File: src/rtl/highlight_frame_ctrl.sv
// Per-frame sequencer behind the highlight stage: streams WIDTH*HEIGHT pixels
// FIFO-to-FIFO, counts marker-colour pixels and reports per-frame motion results.
module highlight_frame_ctrl #(
  parameter int          WIDTH      = 720,
  parameter int          HEIGHT     = 540,
  parameter logic [23:0] MARK_COLOR = 24'h0000ff,
  parameter int          THRESH     = 64,
  parameter int          CNT_W      = 20
) (
  input  logic             clock,
  input  logic             reset,
  input  logic             start,
  output logic             busy,
  output logic             done,
  output logic             in_rd_en,
  input  logic             in_empty,
  input  logic [23:0]      in_dout,
  output logic             out_wr_en,
  input  logic             out_full,
  output logic [23:0]      out_din,
  output logic [CNT_W-1:0] motion_count,
  output logic             motion_flag,
  output logic [15:0]      frame_count
);

  localparam logic [CNT_W-1:0] LAST_IDX = CNT_W'(WIDTH * HEIGHT - 1);
  localparam logic [CNT_W-1:0] THR_VAL  = CNT_W'(THRESH);

  typedef enum logic [1:0] {IDLE, READ, WRITE, REPORT} state_t;

  state_t           state, state_nxt;
  logic [23:0]      pix_reg;
  logic [CNT_W-1:0] pix_idx;
  logic [CNT_W-1:0] run_cnt;
  logic             last_pix;
  logic             is_mark;

  assign last_pix = (pix_idx == LAST_IDX);
  assign is_mark  = (in_dout == MARK_COLOR);

  always_ff @(posedge clock or posedge reset) begin
    if (reset) state <= IDLE;
    else       state <= state_nxt;
  end

  // Strobes are combinational so each FIFO handshake completes in the cycle it is offered.
  always_comb begin
    state_nxt = state;
    in_rd_en  = 1'b0;
    out_wr_en = 1'b0;
    out_din   = '0;
    case (state)
      IDLE:   if (start) state_nxt = READ;
      READ: begin
        if (!in_empty) begin
          in_rd_en  = 1'b1;
          state_nxt = WRITE;
        end
      end
      WRITE: begin
        if (!out_full) begin
          out_wr_en = 1'b1;
          out_din   = pix_reg;
          state_nxt = last_pix ? REPORT : READ;
        end
      end
      REPORT: state_nxt = IDLE;
      default: state_nxt = IDLE;
    endcase
  end

  always_ff @(posedge clock or posedge reset) begin
    if (reset) begin
      busy         <= 1'b0;
      done         <= 1'b0;
      pix_reg      <= '0;
      pix_idx      <= '0;
      run_cnt      <= '0;
      motion_count <= '0;
      motion_flag  <= 1'b0;
      frame_count  <= '0;
    end else begin
      busy <= (state_nxt != IDLE);
      done <= 1'b0;
      case (state)
        IDLE: begin
          if (start) begin
            pix_idx <= '0;
            run_cnt <= '0;
          end
        end
        READ: begin
          if (in_rd_en) begin
            pix_reg <= in_dout;
            // Saturate rather than wrap so an oversized frame never reports a small count.
            if (is_mark && (run_cnt != '1)) run_cnt <= run_cnt + 1'b1;
          end
        end
        WRITE: begin
          if (out_wr_en && !last_pix) pix_idx <= pix_idx + 1'b1;
        end
        REPORT: begin
          done         <= 1'b1;
          motion_count <= run_cnt;
          motion_flag  <= (run_cnt >= THR_VAL);
          frame_count  <= frame_count + 16'd1;
        end
        default: ;
      endcase
    end
  end

endmodule
File: config.mk
export PLATFORM = sky130hd
export DESIGN_NAME = highlight_frame_ctrl
export DESIGN_NICKNAME = d
export VERILOG_FILES = /design/src/rtl/highlight_frame_ctrl.sv
export SDC_FILE = /design/constraint.sdc
export NUM_CORES = 1
export LEC_CHECK = 0
export BUFFER_PORTS_ARGS = -buffer_cell sky130_fd_sc_hd__buf_2
export CELL_PAD_IN_SITES_DETAIL_PLACEMENT = 1
export CELL_PAD_IN_SITES_GLOBAL_PLACEMENT = 2
export CORE_AREA = 2 2 119 133
export CTS_BUF_LIST = sky130_fd_sc_hd__clkbuf_16
export DETAILED_ROUTE_END_ITERATION = 10
export DIE_AREA = 0 0 121 135
export PLACE_DENSITY = 0.88
export SLEW_MARGIN = 20
export SYNTH_ARGS = -nofsm -noshare
export SYNTH_HDL_FRONTEND = slang
export SYNTH_SLANG_ARGS = --single-unit
File: constraint.sdc
create_clock -name clock -period 4 [get_ports clock]
set_input_delay 0.8 -clock clock [delete_from_list [all_inputs] [get_ports clock]]
set_output_delay 0.8 -clock clock [all_outputs]
set_load 0.01 [all_outputs]
==> flow_summary.yaml <==
clock_tree:
  clk_latency_ps: 350
  clock_path_buffers: 2
  clkSinkCount: 105
  ctsHoldBuffers: 0
  clk_pin_slew_ps: 80
  cts_resized: 0
  cts_tree: "done"
  htree_levels: 3
  clockRootBuffer: "clkbuf_16"
  numCtsBuffers: 9
  cts_setup_buffers: 0
drt:
  drtAntennaViolNets: 0
  dr_wl_met2_mm: 6.56
  wl_met3_microns: 556
  drt_pass1_iterations: 4
  wl_mm: 13.7
  vias_per_cell: 5.30
  met1_length_mm: 6.36
  route.detailed.drc: 0
  routedWlPerCell_microns: 16.8
  top_layer_used: "met4"
  num_vias: 4309
  drt_iter0_markers: 209
grt:
  grt_max_degree: 54
  antenna_found_initial: 1
  overflow: 0
  grt_pass1_wl_mm: 22.9
  grt_usage_pct: 17.4
  grt_pass1_vias: 4507
job:
  drv_cap: 0
synthesis:
  synthCells: 520
  yosys-top-cells-area: "dfrtp_1 52%, nand2_1 7.8%, mux2_2 3.6%"
  synth_flop_cell: "dfrtp_1"
  ys_seq_area_share_pct: 52.2
  synth_area_per_cell_sq_um: 9.67
  synth_top_cell_by_area: "dfrtp_1"
  syn_nets: 553
  syn_area_sq_um: 5030
  synth.ff_latch_count: 105
  synth_edf_count: 0
  synth.distinct_cells: 50
  netlist.area_leader.share_pct: 52.2
  yosysWarnings: 0
  async_reset_ff_share_pct: 100
floorplanning:
  fp.coreArea_sq_um: 14900
  die_area_sq_um: 16300
  die_height_microns: 135
  start_util_pct: 33.8
  chipWidth_microns: 121
  io_pins: 94
  rows: 47
layout:
  layout.nets: 644
  area_growth_pct: 19.4
  drive_gt1_share_pct: 22.2
  multi_input_area_sq_um: 2270
  regArea_sq_um: 2630
  largest_register_ffs: 24
  fillCellCount: 1744
power:
  p_int_uw: 1940
  ir_worst_vdd_uv: 194
  p_leak_uw: 0.00292
  power.density_nw_per_um2: 495
  power_switching_share_pct: 34.7
  pwr-share-seq_pct: 46.7
  p_sw_uw: 1030
  combPwrFrac_pct: 24.8
  power_uw: 2970
  clock_power_share_pct: 28.5
sta:
  drv_slew: 0
  final-setup-viol-count: 0
  slew_headroom_pct: 43.7
  rsz0062_at_grt: "no"
  skew_ps: 9.85
  hold_violations: 0
  tightest_slew_ps: 836
  setup-tns-final_ps: 0
  fmax_mhz: 325
  fin_crit_sh_pct: 76.8
  period_minus_slack_ps: 3070
worst_setup_path:
  critPathKind: "reg -> out"
  endpoint_kind: "output pin"
  cp_cell_sequence: "and2b_1, nand2b_1, clkinv_1, buf_2"
  cpPeakStageDelay_ps: 580
  crit_arrival_ps: 2270
  cpMaxStageDelayCell: "dfrtp_1"
  crit_path_start_kind: "flop"
  crit_required_ps: 3200
  crit_path_max_fanout: 18
place:
  gp_congestion: 0.762
  portBuffers: 93
  dpl.hpwl_mm: 9.69
outcome:
  status: "complete, no violations"
hold_path:
  hp-class: "reg -> reg"
[metal layers]
layer	GRT usage [%]	vias up
li1	-	2028
met3	3.46	14
met5	0	-
met1	23.2	2185
met2	28.5	82
met4	5.62	0
[cells in the mapped netlist (3+ instances only)]
cell type and instances:
mux2_2 16, buf_1 3, and3_1 8, nand3_1 27, and4_1 5, o211ai_1 3
dfrtp_1 105, nand2_1 104, xnor2_1 16, nor2b_1 3, nand2b_1 6, a31oi_1 13
nor3_1 5, a211oi_1 5, o21ai_0 16, xor2_1 4, nor4_1 9, nand4_1 14
buf_2 4, inv_1 12, a21oi_1 22, and2_1 25, or4_1 9, clkbuf_1 9
o31ai_1 8, nor2_1 21, a221o_1 3, or3_1 6, a211o_1 4, ha_1 4
a41oi_1 5
[metrics by stage]
stage          std cells  setup slack, ps  hold slack [ps]  instance area (sq um)  util (%)
2_1_floorplan        520              439              437                   5030         -
3_5_place_dp         796              998              458                   5710      38.4
5_1_grt              812              728              505                   6000      40.3
6_report             813              927              473                   6000      40.4
4_1_cts              812              890              476                   5990      40.3
3_3_place_gp         796             1140              451                   5710      38.4
[power groups by stage]
stage	combinational (uW)	sequential (uW)	clock, uW
after floorplan	506	1370	0
after global placement	711	1410	0
after detailed placement	749	1410	0
after CTS	752	1390	875
after global routing	838	1420	910
final	735	1390	847
[critical path: cells and delay by family (launching register included)]
kind / cells / cell delay [ps]
buffers and inverters: 2 / 670
flip-flops: 1 / 580
AND/OR/NAND/NOR: 2 / 660
[worst paths after layout]
| check | startpoint | endpoint | cells after the start | slack, ps |
|---|---|---|---|---|
| worst min-delay path | frame_count[15] | frame_count[15] | 1 | 470 |
| worst max register to register | state[0] | run_cnt[4] | 8 | 1240 |
| min in group asynchronous | reset | frame_count[9] | 2 | 550 |
| worst min register to register | frame_count[15] | frame_count[15] | 1 | 470 |
| worst max-delay path | state[1] | in_rd_en | 4 | 930 |
| max in group asynchronous | reset | pix_idx[6] | 3 | 2700 |
[logic make-up (layout without fill, tap and decap cells)]
group | count (synthesis) | count (layout) | share of synthesized area [%]
AOI/OAI and AO/OA | 88 | 88 | 11.3
xor gates and xnor gates | 20 | 20 | 3.48
adders and majority gates | 4 | 4 | 0.995
buffers and inverters | 33 | 129 | 2.86
DFF | 105 | 105 | 52.2
muxes | 17 | 17 | 3.78
other | 0 | 1 | 0
and+or+nand+nor | 253 | 253 | 25.4
[layout make-up]
class | count | share of cell area, %
Antenna cell | 1 | 0.0417
Tap cell | 196 | 4.08
Timing Repair Buffer | 99 | 8.71
Inverter | 14 | 0.917
Multi-Input combinational cell | 382 | 37.8
Sequential cell | 105 | 43.8
Clock buffer | 9 | 3.75
Clock inverter | 7 | 0.917
[placed cells by master (no fill, tap or decap), drive strengths merged, types with 6 or more instances in the layout]
| master | count |
|---|---|
| dfrtp | 105 |
| nand2 | 104 |
| buf | 99 |
| nand3 | 27 |
| and2 | 25 |
| a21oi | 22 |
| nor2 | 21 |
| o21ai | 18 |
| xnor2 | 16 |
| mux2 | 16 |
| nand4 | 14 |
| a31oi | 13 |
| inv | 13 |
| or4 | 9 |
| clkbuf | 9 |
| nor4 | 9 |
| and3 | 8 |
| o31ai | 8 |
| clkinv | 7 |
| nand2b | 6 |
| or3 | 6 |
No activity file was read; power rests on OpenSTA's default activity.
